## config.mk

```make
export PLATFORM = sky130hd
export DESIGN_NAME = core_dump_ctrl
export DESIGN_NICKNAME = d
export VERILOG_FILES = /design/src/rtl/core_dump_pkg.sv /design/src/rtl/dump_out_reg.sv /design/src/rtl/core_dump_ctrl.sv
export SDC_FILE = /design/constraint.sdc
export NUM_CORES = 1
export LEC_CHECK = 0
export CAP_MARGIN = 20
export CELL_PAD_IN_SITES_DETAIL_PLACEMENT = 0
export CELL_PAD_IN_SITES_GLOBAL_PLACEMENT = 1
export CORE_UTILIZATION = 29
export DETAILED_ROUTE_END_ITERATION = 16
export GPL_TIMING_DRIVEN = 0
export PLACE_DENSITY = 0.82
export SLEW_MARGIN = 30
export SYNTH_ARGS = -nofsm -noshare
export SYNTH_HDL_FRONTEND = slang
export SYNTH_SLANG_ARGS = --single-unit
```

## constraint.sdc

```tcl
create_clock -name clk -period 4.5 [get_ports clk]
set_input_delay 0.675 -clock clk [delete_from_list [all_inputs] [get_ports clk]]
set_output_delay 0.675 -clock clk [all_outputs]
set_load 0.05 [all_outputs]
```

## src/rtl/core_dump_pkg.sv

```systemverilog
// rtl/core_dump_pkg.sv - state encodings and dump tags shared by core_dump_ctrl and its bench
package core_dump_pkg;

  typedef logic [2:0] state_t;

  localparam state_t S_IDLE     = 3'd0;
  localparam state_t S_RUN      = 3'd1;
  localparam state_t S_DUMP_RF  = 3'd2;
  localparam state_t S_DUMP_MEM = 3'd3;
  localparam state_t S_CSUM     = 3'd4;
  localparam state_t S_DONE     = 3'd5;

  localparam logic [1:0] TAG_REG  = 2'd0;
  localparam logic [1:0] TAG_MEM  = 2'd1;
  localparam logic [1:0] TAG_CSUM = 2'd2;

endpackage

```

## src/rtl/dump_out_reg.sv

```systemverilog
// rtl/dump_out_reg.sv - dump word holding register: load on issue, drop valid on handshake
module dump_out_reg #(
  parameter int XLEN  = 32,
  parameter int CYC_W = 32
) (
  input  logic             clk,
  input  logic             rst,
  input  logic             load_i,
  input  logic [1:0]       tag_i,
  input  logic [CYC_W-1:0] idx_i,
  input  logic [XLEN-1:0]  data_i,
  input  logic             ready_i,
  output logic             valid_o,
  output logic [1:0]       tag_o,
  output logic [CYC_W-1:0] idx_o,
  output logic [XLEN-1:0]  data_o
);

  logic             valid_q;
  logic [1:0]       tag_q;
  logic [CYC_W-1:0] idx_q;
  logic [XLEN-1:0]  data_q;

  always_ff @(posedge clk) begin
    if (rst) begin
      valid_q <= 1'b0;
      tag_q   <= '0;
      idx_q   <= '0;
      data_q  <= '0;
    end else if (load_i) begin
      valid_q <= 1'b1;
      tag_q   <= tag_i;
      idx_q   <= idx_i;
      data_q  <= data_i;
    end else if (valid_q && ready_i) begin
      valid_q <= 1'b0;
    end
  end

  assign valid_o = valid_q;
  assign tag_o   = tag_q;
  assign idx_o   = idx_q;
  assign data_o  = data_q;

endmodule

```

## src/rtl/core_dump_ctrl.sv

```systemverilog
// rtl/core_dump_ctrl.sv - RV32I run/halt/dump controller; DUMP_CHECKSUM_EN appends a checksum word
module core_dump_ctrl
  import core_dump_pkg::*;
#(
  parameter int               XLEN        = 32,
  parameter int               NREGS       = 32,
  parameter int               MEM_WORDS   = 512,
  parameter logic [XLEN-1:0]  TOHOST_ADDR = 'h0000_0FFC,
  parameter int               MAX_CYCLES  = 2_000_000,
  parameter int               CYC_W       = 32
) (
  input  logic                         clk,
  input  logic                         rst,
  input  logic                         start,
  input  logic                         st_en,
  input  logic [XLEN-1:0]              st_addr,
  input  logic [XLEN-1:0]              st_data,
  output logic                         core_halt,
  output logic [$clog2(NREGS)-1:0]     rf_raddr,
  input  logic [XLEN-1:0]              rf_rdata,
  output logic [$clog2(MEM_WORDS)-1:0] dm_raddr,
  input  logic [XLEN-1:0]              dm_rdata,
  output logic                         dump_valid,
  input  logic                         dump_ready,
  output logic [1:0]                   dump_tag,
  output logic [CYC_W-1:0]             dump_idx,
  output logic [XLEN-1:0]              dump_data,
  output logic                         done,
  output logic                         timeout,
  output logic [XLEN-1:0]              exit_code,
  output logic [CYC_W-1:0]             cycle_count
);

  localparam int               RA_W     = $clog2(NREGS);
  localparam int               MA_W     = $clog2(MEM_WORDS);
  localparam logic [RA_W-1:0]  RF_LAST  = RA_W'(NREGS - 1);
  localparam logic [MA_W-1:0]  DM_LAST  = MA_W'(MEM_WORDS - 1);
  localparam logic [CYC_W-1:0] CYC_LAST = CYC_W'(MAX_CYCLES - 1);
  localparam bit               TO_EN    = (MAX_CYCLES != 0);

  state_t           state_q, state_d;
  logic [CYC_W-1:0] cyc_q, cyc_d;
  logic [XLEN-1:0]  exit_q, exit_d;
  logic             timeout_q, timeout_d;
  logic [RA_W-1:0]  rf_idx_q, rf_idx_d;
  logic [MA_W-1:0]  dm_idx_q, dm_idx_d;
  logic             pend_q, pend_d;
  logic             last_q, last_d;
  logic             tohost, hs;
  logic [1:0]       ld_tag;
  logic [CYC_W-1:0] ld_idx;
  logic [XLEN-1:0]  ld_data;
`ifdef DUMP_CHECKSUM_EN
  logic [XLEN-1:0]  sum_q, sum_d;
`endif

  assign tohost = st_en && (st_addr == TOHOST_ADDR);
  assign hs     = dump_valid && dump_ready;

  // pend_q marks the cycle the RAM data for the issued address is on rdata;
  // the index advances at that load so the next address is already presented
  // when the handshake re-issues.
  always_comb begin
    state_d   = state_q;
    cyc_d     = cyc_q;
    exit_d    = exit_q;
    timeout_d = timeout_q;
    rf_idx_d  = rf_idx_q;
    dm_idx_d  = dm_idx_q;
    pend_d    = 1'b0;
    last_d    = last_q;
    ld_tag    = TAG_REG;
    ld_idx    = '0;
    ld_data   = '0;
`ifdef DUMP_CHECKSUM_EN
    sum_d     = sum_q;
    if (hs && state_q != S_CSUM) sum_d = sum_q + dump_data;
`endif
    case (state_q)
      S_IDLE, S_DONE: begin
        if (start) begin
          state_d   = S_RUN;
          cyc_d     = '0;
          exit_d    = '0;
          timeout_d = 1'b0;
          rf_idx_d  = '0;
          dm_idx_d  = '0;
          last_d    = 1'b0;
`ifdef DUMP_CHECKSUM_EN
          sum_d     = '0;
`endif
        end
      end
      S_RUN: begin
        if (cyc_q != '1) cyc_d = cyc_q + 1'b1;
        if (tohost) begin
          exit_d  = st_data;
          state_d = S_DUMP_RF;
          pend_d  = 1'b1;
        end else if (TO_EN && cyc_q == CYC_LAST) begin
          timeout_d = 1'b1;
          state_d   = S_DUMP_RF;
          pend_d    = 1'b1;
        end
      end
      S_DUMP_RF: begin
        ld_tag  = TAG_REG;
        ld_idx  = CYC_W'(rf_idx_q);
        ld_data = rf_rdata;
        if (pend_q) begin
          last_d = (rf_idx_q == RF_LAST);
          if (rf_idx_q != RF_LAST) rf_idx_d = rf_idx_q + 1'b1;
        end
        if (hs) begin
          pend_d = 1'b1;
          if (last_q) begin
            state_d = S_DUMP_MEM;
            last_d  = 1'b0;
          end
        end
      end
      S_DUMP_MEM: begin
        ld_tag  = TAG_MEM;
        ld_idx  = CYC_W'(dm_idx_q);
        ld_data = dm_rdata;
        if (pend_q) begin
          last_d = (dm_idx_q == DM_LAST);
          if (dm_idx_q != DM_LAST) dm_idx_d = dm_idx_q + 1'b1;
        end
        if (hs) begin
          if (last_q) begin
            last_d = 1'b0;
`ifdef DUMP_CHECKSUM_EN
            state_d = S_CSUM;
            pend_d  = 1'b1;
`else
            state_d = S_DONE;
`endif
          end else begin
            pend_d = 1'b1;
          end
        end
      end
`ifdef DUMP_CHECKSUM_EN
      S_CSUM: begin
        ld_tag  = TAG_CSUM;
        ld_data = sum_q;
        if (hs) state_d = S_DONE;
      end
`endif
      default: state_d = S_IDLE;
    endcase
  end

  always_ff @(posedge clk) begin
    if (rst) begin
      state_q   <= S_IDLE;
      cyc_q     <= '0;
      exit_q    <= '0;
      timeout_q <= 1'b0;
      rf_idx_q  <= '0;
      dm_idx_q  <= '0;
      pend_q    <= 1'b0;
      last_q    <= 1'b0;
`ifdef DUMP_CHECKSUM_EN
      sum_q     <= '0;
`endif
    end else begin
      state_q   <= state_d;
      cyc_q     <= cyc_d;
      exit_q    <= exit_d;
      timeout_q <= timeout_d;
      rf_idx_q  <= rf_idx_d;
      dm_idx_q  <= dm_idx_d;
      pend_q    <= pend_d;
      last_q    <= last_d;
`ifdef DUMP_CHECKSUM_EN
      sum_q     <= sum_d;
`endif
    end
  end

  dump_out_reg #(
    .XLEN  (XLEN),
    .CYC_W (CYC_W)
  ) u_out (
    .clk     (clk),
    .rst     (rst),
    .load_i  (pend_q),
    .tag_i   (ld_tag),
    .idx_i   (ld_idx),
    .data_i  (ld_data),
    .ready_i (dump_ready),
    .valid_o (dump_valid),
    .tag_o   (dump_tag),
    .idx_o   (dump_idx),
    .data_o  (dump_data)
  );

  assign core_halt   = (state_q != S_RUN);
  assign done        = (state_q == S_DONE);
  assign timeout     = timeout_q;
  assign exit_code   = exit_q;
  assign cycle_count = cyc_q;
  assign rf_raddr    = rf_idx_q;
  assign dm_raddr    = dm_idx_q;

endmodule

```

==> results of run 1 <==
## sequential cells by signal (all words and copies together), names as in the netlist
name           count
pend_q             1
timeout            1
u_out.valid_o      1
state_q            3
exit_code         32
last_q             1
dm_raddr           9
u_out.data_o      32
u_out.tag_o        1
u_out.idx_o        9
cycle_count       32
rf_raddr           5
## critical path: stages, from the launching register on
cell                              delay (ns)
sky130_fd_sc_hd__dfxtp_1                0.39
sky130_fd_sc_hd__clkbuf_1               0.38
sky130_fd_sc_hd__nand2_1                0.12
sky130_fd_sc_hd__nor2_1                 0.12
sky130_fd_sc_hd__clkdlybuf4s50_1        0.86
## through the flow
step	util [%]	total power, mW
5_1_grt	47.3	3.04
4_1_cts	47.3	2.96
2_1_floorplan	-	1.34
6_report	47.3	2.92
3_3_place_gp	44.3	1.51
3_5_place_dp	44.3	1.51
## report_power, final
| group | switching (mW) | leakage (nW) | internal [mW] |
|---|---|---|---|
| clock network | 0.535 | 0.281 | 0.902 |
| logic | 0.175 | 2.07 | 0.176 |
| registers | 0.00630 | 1.02 | 1.13 |
| total | 0.716 | 3.37 | 2.21 |
## kinds of logic after synthesis
family | Yosys count | share of synthesized area (%)
flops | 127 | 42.5
simple gates | 239 | 21.8
fa+ha+maj | 5 | 1.05
other cells | 1 | 0.0628
buf+inv | 64 | 6.26
compound gates | 166 | 19.4
mux | 40 | 7.47
xor+xnor | 10 | 1.47
## cell usage after synthesis (4+ instances only)
library cell,count
sky130_fd_sc_hd__dfxtp_1,127
sky130_fd_sc_hd__nor2_1,71
sky130_fd_sc_hd__a22oi_1,42
sky130_fd_sc_hd__a21oi_1,39
sky130_fd_sc_hd__mux2_2,37
sky130_fd_sc_hd__nand2_1,36
sky130_fd_sc_hd__a22o_1,32
sky130_fd_sc_hd__buf_4,26
sky130_fd_sc_hd__clkbuf_1,19
sky130_fd_sc_hd__or3_1,17
sky130_fd_sc_hd__nand3_1,16
sky130_fd_sc_hd__nand4_1,16
sky130_fd_sc_hd__o21ai_0,13
sky130_fd_sc_hd__or4_1,13
sky130_fd_sc_hd__and3_1,12
sky130_fd_sc_hd__o21ai_1,11
sky130_fd_sc_hd__nor4_1,10
sky130_fd_sc_hd__and4_1,9
sky130_fd_sc_hd__nor3_1,8
sky130_fd_sc_hd__xor2_1,8
sky130_fd_sc_hd__o31ai_1,7
sky130_fd_sc_hd__o2111ai_1,6
sky130_fd_sc_hd__buf_2,5
sky130_fd_sc_hd__ha_1,5
sky130_fd_sc_hd__nand2b_1,5
sky130_fd_sc_hd__buf_1,4
sky130_fd_sc_hd__buf_6,4
sky130_fd_sc_hd__o211ai_1,4
## layout make-up
cell class                      count  area, um2
Inverter                            6       22.5
Fill cell                        1949      10700
Timing Repair Buffer              256       2560
Sequential cell                   127       2540
Buffer                             58        352
Multi-Input combinational cell    484       3150
Clock buffer                       20        457
Clock inverter                     12        161
Tap cell                          270        338
## routing by layer
metal / up-vias / track usage [%] / share of wire (%)
met5: - / 0 / 0
met4: 0 / 4.63 / 0.68
met3: 15 / 6.11 / 7.5
met2: 215 / 30.4 / 47
met1: 2820 / 24.4 / 45
li1: 3016 / - / -
## worst paths after layout
check | from | end | slack, ns | cells past startpoint
setup reg to reg | dm_raddr[0] | dm_raddr[8] | 2.07 | 9
hold reg to reg | timeout | timeout | 0.44 | 2
setup / recovery | state_q[2] | done | 1.54 | 4
hold / removal | timeout | timeout | 0.44 | 2
==> impl_table.tex, run 1 <==
\begin{tabular}{lr}
\hline
Metric & Value \\
\hline
\multicolumn{2}{l}{\textbf{Timing}} \\
Final-report max-slew violation count & 0 \\
Relative slew margins & 47.5\% \\
Final Worst Setup Slack & 1.54 ns \\
Top achievable clock speed & 0.338 GHz \\
Final worst hold slack & 0.444 ns \\
Count of endpoints failing hold in the final timing report & 0 \\
Layout Skew & 0.0191 ns \\
Post-route fraction of the period consumed by the critical path & 65.8\% \\
Worst Max-Slew Pin Slew & 0.781 ns \\
RSZ-0062 raised after global routing & false \\
Final count of negative-setup-slack endpoints & 0 \\
Total negative setup slack & 0 ns \\
Fin crit period & 2.96 ns \\
\multicolumn{2}{l}{\textbf{Final layout}} \\
Layout cell share with drive strength beyond 1 & 12.1\% \\
Relative area change from synthesis to final layout & 60.3\% \\
Number of nets in the finished design & 1088 \\
Commonest cells after routing, fill and taps aside & sky130\_fd\_sc\_hd\_\_clkdlybuf4s50\_1, sky130\_fd\_sc\_hd\_\_dfxtp\_1, sky130\_fd\_sc\_hd\_\_nor2\_1, sky130\_fd\_sc\_hd\_\_a22oi\_1, sky130\_fd\_sc\_hd\_\_a21oi\_1 \\
Number of antenna diodes & 0 \\
Commonest non-fill, non-tap cell in the layout & sky130\_fd\_sc\_hd\_\_clkdlybuf4s50\_1 \\
Filler-free cell count of the finished design & 1233 \\
Design Area, Final & 9580 um2 \\
\multicolumn{2}{l}{\textbf{Setup path}} \\
Required time of the worst setup path & 3.83 ns \\
Critical path arrival & 2.29 ns \\
Highest net fanout along the worst path & 10 \\
Sort of element at the end of the critical path & output pin \\
Kind of critical path & flip-flop to output pin \\
Startpoint type of the worst setup path & flip-flop \\
\multicolumn{2}{l}{\textbf{Yosys}} \\
Cell type with the largest total area after synthesis & sky130\_fd\_sc\_hd\_\_dfxtp\_1 \\
Post-synthesis cell type count & 58 \\
Post-Syn Instances & 652 \\
Yosys synthesis warning count & 0 \\
Post-synthesis area per instance & 9.17 um2 \\
Post-synthesis cell area & 5980 um2 \\
Leading register cell type out of synthesis & sky130\_fd\_sc\_hd\_\_dfxtp\_1 \\
Share of the synthesized area in the top cell type & 42.5\% \\
Proportion of synthesized chip area in sequential cells & 42.5\% \\
Top area cells in the synthesized netlist & sky130\_fd\_sc\_hd\_\_dfxtp\_1, sky130\_fd\_sc\_hd\_\_mux2\_2, sky130\_fd\_sc\_hd\_\_a22oi\_1 \\
Post-synth EDFFs & 0 \\
Synth async-reset ratio & 0\% \\
\#FFs+latches synth & 127 \\
\multicolumn{2}{l}{\textbf{Clocking}} \\
CTS root buf & sky130\_fd\_sc\_hd\_\_clkbuf\_16 \\
TritonCTS clock tree & done \\
Post-CTS resize count & 0 \\
Clock buffers created by TritonCTS & 17 \\
Register clock-pin slew on the reported worst setup and hold paths & 0.06 ns \\
Clock latency on the worst-skew pair & 0.43 ns \\
CTS Sinks & 127 \\
Setup fix buffers added after clock tree synthesis & 0 \\
H-tree depth reported by CTS & 4 \\
Buffer levels on the longest clock path & 2 \\
Cts-stage hold buffer count & 0 \\
\multicolumn{2}{l}{\textbf{Global routing}} \\
Vias in the first global route & 5791 \\
Gr ovfl total & 0 \\
Pin count of the biggest net entering global routing & 17 \\
Antenna violations before repair & 0 \\
Wire length of the first global-routing pass & 31.6 mm \\
Gr usage total & 18.9\% \\
\multicolumn{2}{l}{\textbf{Placement}} \\
HPWL Detailed & 15.3 mm \\
Cell Area, Placed & 8960 um2 \\
Placer's final routability congestion estimate & 0.815 \\
Cell Count Post-Placement & 1201 \\
Pre-CTS worst setup slack & 1.35 ns \\
Port Buffers & 256 \\
\multicolumn{2}{l}{\textbf{Detailed routing}} \\
Wire length after detailed routing & 20.1 mm \\
First drt pass iteration count & 5 \\
Total vias in the final route & 6066 \\
Number of DRC markers in iteration 0 & 359 \\
WL/cell & 16.3 um \\
DRC errors left & 0 \\
Number of vias per cell & 4.92 \\
Post-detailed-route count of antenna-violating nets & 0 \\
\multicolumn{2}{l}{\textbf{Outcome}} \\
Status & complete, no violations \\
\multicolumn{2}{l}{\textbf{Die}} \\
Ports placed on the boundary & 281 \\
Area of the placeable core & 20200 um2 \\
Die ar. & 21200 um2 \\
Die Y & 146 um \\
Core Rows & 52 \\
Die W & 146 um \\
Starting density of the core & 29.5\% \\
\multicolumn{2}{l}{\textbf{Power}} \\
IR drop worst, VDD & 0.000216 V \\
Static Leak & 3.37 nW \\
Total power density per cell area & 305 nW/um2 \\
\multicolumn{2}{l}{\textbf{Job}} \\
Max capacitance violation total & 0 \\
\multicolumn{2}{l}{\textbf{Hold path}} \\
Worst hold-check path type & flip-flop to flip-flop \\
\hline
\end{tabular}
Note: power is estimated with default switching activity, not from simulation.
==> inputs of run 2 (changes only) <==
==> constraint.sdc (replaced) <==
create_clock -name clk -period 3 [get_ports clk]
set_input_delay 0.45 -clock clk [delete_from_list [all_inputs] [get_ports clk]]
set_output_delay 0.45 -clock clk [all_outputs]
set_load 0.05 [all_outputs]
==> results of run 2 <==
The final DEF is identical to that of run 1. Status: complete, no violations.
Main changes from that run: setup slack after placement 1.35 ns -> 0.0791 ns; setup slack after layout 1.54 ns -> 0.265 ns; register-to-register setup slack 2.07 ns -> 0.57 ns; total power 2.92 mW -> 4.38 mW; worst IR drop on VDD 0.000216 V -> 0.000324 V
==> inputs of run 3 (changes only) <==
--- a/config.mk
+++ b/config.mk
@@ -8,10 +8,11 @@
 export CAP_MARGIN = 20
 export CELL_PAD_IN_SITES_DETAIL_PLACEMENT = 0
 export CELL_PAD_IN_SITES_GLOBAL_PLACEMENT = 1
+export CORE_ASPECT_RATIO = 0.9
 export CORE_UTILIZATION = 29
 export DETAILED_ROUTE_END_ITERATION = 16
 export GPL_TIMING_DRIVEN = 0
-export PLACE_DENSITY = 0.82
+export PLACE_DENSITY_LB_ADDON = 0.1
 export SLEW_MARGIN = 30
 export SYNTH_ARGS = -nofsm -noshare
 export SYNTH_HDL_FRONTEND = slang
==> constraint.sdc (replaced) <==
create_clock -name clk -period 3 [get_ports clk]
set_input_delay 0.45 -clock clk [delete_from_list [all_inputs] [get_ports clk]]
set_output_delay 0.45 -clock clk [all_outputs]
set_load 0.02 [all_outputs]
==> impl_table.tex, run 3 (synthesized netlist as in run 1, its figures left out) <==
\begin{tabular}{lr}
\hline
Metric & Value \\
\hline
\multicolumn{2}{l}{\textbf{Final layout}} \\
Number of nets in the finished design & 1088 \\
Number of antenna diodes & 0 \\
Number of inserted filler cells in the final layout & 1968 \\
Relative area change from synthesis to final layout & 59.1\% \\
Commonest cells after routing, fill and taps aside & sky130\_fd\_sc\_hd\_\_clkdlybuf4s50\_1, sky130\_fd\_sc\_hd\_\_dfxtp\_1, sky130\_fd\_sc\_hd\_\_nor2\_1, sky130\_fd\_sc\_hd\_\_a22oi\_1, sky130\_fd\_sc\_hd\_\_a21oi\_1 \\
Layout cell share with drive strength beyond 1 & 11.9\% \\
Filler-free cell count of the finished design & 1218 \\
Core utilization of the finished layout & 47.3\% \\
Commonest non-fill, non-tap cell in the layout & sky130\_fd\_sc\_hd\_\_clkdlybuf4s50\_1 \\
\multicolumn{2}{l}{\textbf{Setup path}} \\
Critical path arrival & 2.13 ns \\
CP bufs+invs & 2 \\
Start point of the critical path & state\_q[2] \\
Worst path slowest cell & sky130\_fd\_sc\_hd\_\_clkdlybuf4s50\_1 \\
Gate family responsible for the most delay along the worst path & buffers and inverters \\
Start of the worst register-to-register path & dm\_raddr[0] \\
Highest net fanout along the worst path & 10 \\
Kind of critical path & flip-flop to output pin \\
Crit-path cells & clkbuf\_1 -> nand2\_1 -> nor2\_1 -> clkdlybuf4s50\_1 \\
Required time of the worst setup path & 2.55 ns \\
Sort of element at the end of the critical path & output pin \\
Startpoint type of the worst setup path & flip-flop \\
Crit-path max cell delay & 0.65 ns \\
\multicolumn{2}{l}{\textbf{Timing}} \\
Layout Skew & 0.00634 ns \\
Top achievable clock speed & 0.387 GHz \\
Fin crit period & 2.58 ns \\
Count of endpoints failing hold in the final timing report & 0 \\
Total negative setup slack & 0 ns \\
Final-report max-slew violation count & 0 \\
Final count of negative-setup-slack endpoints & 0 \\
Post-route fraction of the period consumed by the critical path & 86.1\% \\
Worst Max-Slew Pin Slew & 0.689 ns \\
Relative slew margins & 53.9\% \\
RSZ-0062 raised after global routing & false \\
\multicolumn{2}{l}{\textbf{Clocking}} \\
TritonCTS clock tree & done \\
Clock buffers created by TritonCTS & 17 \\
H-tree depth reported by CTS & 4 \\
Setup fix buffers added after clock tree synthesis & 0 \\
CTS root buf & sky130\_fd\_sc\_hd\_\_clkbuf\_16 \\
Post-CTS resize count & 0 \\
Clock latency on the worst-skew pair & 0.42 ns \\
Buffer levels on the longest clock path & 2 \\
Register clock-pin slew on the reported worst setup and hold paths & 0.05 ns \\
CTS Sinks & 127 \\
Cts-stage hold buffer count & 0 \\
\multicolumn{2}{l}{\textbf{Die}} \\
Die Y & 138 um \\
Starting density of the core & 29.7\% \\
Die ar. & 21200 um2 \\
Area of the placeable core & 20100 um2 \\
Ports placed on the boundary & 281 \\
Die W & 153 um \\
Core Rows & 49 \\
\multicolumn{2}{l}{\textbf{Detailed routing}} \\
Number of DRC markers in iteration 0 & 327 \\
First drt pass iteration count & 5 \\
Post-detailed-route count of antenna-violating nets & 0 \\
Total vias in the final route & 6027 \\
DRC errors left & 0 \\
Number of vias per cell & 4.95 \\
Wire length after detailed routing & 21.1 mm \\
WL/cell & 17.3 um \\
\multicolumn{2}{l}{\textbf{Global routing}} \\
Pin count of the biggest net entering global routing & 17 \\
Gr usage total & 19.6\% \\
Gr ovfl total & 0 \\
Wire length of the first global-routing pass & 32.2 mm \\
Vias in the first global route & 5630 \\
Antenna violations before repair & 0 \\
\multicolumn{2}{l}{\textbf{Placement}} \\
Port Buffers & 256 \\
HPWL Detailed & 16.1 mm \\
Cell Count Post-Placement & 1186 \\
Placer's final routability congestion estimate & 0.816 \\
\multicolumn{2}{l}{\textbf{Power}} \\
Internal & 3.19 mW \\
Switch Pwr & 0.988 mW \\
IR drop worst, VDD & 0.000285 V \\
Total power density per cell area & 440 nW/um2 \\
Sequential cell fraction of total power & 40.7\% \\
Portion of total power attributed to the clock network & 47.9\% \\
Power share of the combinational group & 11.4\% \\
Static Leak & 3.37 nW \\
Total power & 4.18 mW \\
Switching portion of total power & 23.6\% \\
\multicolumn{2}{l}{\textbf{Hold path}} \\
Origin of the worst min-delay path & timeout \\
Worst hold-check path type & flip-flop to flip-flop \\
\multicolumn{2}{l}{\textbf{Job}} \\
Max capacitance violation total & 0 \\
\multicolumn{2}{l}{\textbf{Outcome}} \\
Status & complete, no violations \\
\hline
\end{tabular}
run 3: cell types whose count changed in the layout (fill, tap and decap cells not counted), sizes merged:
cell / delta
bufinv: -1
clkbuf: +1
clkinv: +3
clkinvlp: -3
run 3: tightest hold or removal path, cell delays in order (launching register included):
cell	delay, ns
sky130_fd_sc_hd__dfxtp_1	0.31
sky130_fd_sc_hd__nand2_1	0.05
sky130_fd_sc_hd__nand2_1	0.04
run 3: power by group through the flow:
stage / Sequential (mW) / Combinational [mW] / Clock [mW]
after global routing: 1.70 / 0.512 / 2.13
after global placement: 1.74 / 0.477 / 0
after CTS: 1.70 / 0.478 / 2.06
final: 1.70 / 0.475 / 2.00
after detailed placement: 1.74 / 0.475 / 0
after floorplan: 1.74 / 0.221 / 0
run 3: area by class of cell:
cell class,count,area (um2),area share (%)
Inverter,6,22.5,0.237
Timing Repair Buffer,256,2560,26.9
Buffer,58,352,3.70
Sequential cell,127,2540,26.7
Multi-Input combinational cell,484,3150,33.1
Tap cell,255,319,3.35
Clock inverter,11,116,1.22
Clock buffer,21,450,4.74
run 3: path summary, 6_finish.rpt:
path                 end  slack, ns  cells past startpoint
min              timeout       0.45                      2
min reg2reg      timeout       0.45                      2
max reg2reg  dm_raddr[1]       0.46                      9
max                 done       0.42                      4
run 3: routing by layer:
metal | up-vias | track usage (%) | part of all wire [%]
met5 | - | 0 | 0
met4 | 0 | 5.58 | 1.2
met3 | 18 | 5.45 | 6.7
met2 | 219 | 32.5 | 47
met1 | 2791 | 24.7 | 45
li1 | 2999 | - | -
run 3: metrics by stage:
| stage | area, um2 | hold WS, ns | setup WS [ns] |
|---|---|---|---|
| floorplan | 6060 | 0.486 | 0.815 |
| global placement | 8940 | 0.435 | 0.0881 |
| detailed placement | 8940 | 0.439 | 0.0764 |
| CTS | 9510 | 0.447 | 0.424 |
| global route | 9510 | 0.474 | 0.265 |
| finish | 9510 | 0.449 | 0.418 |
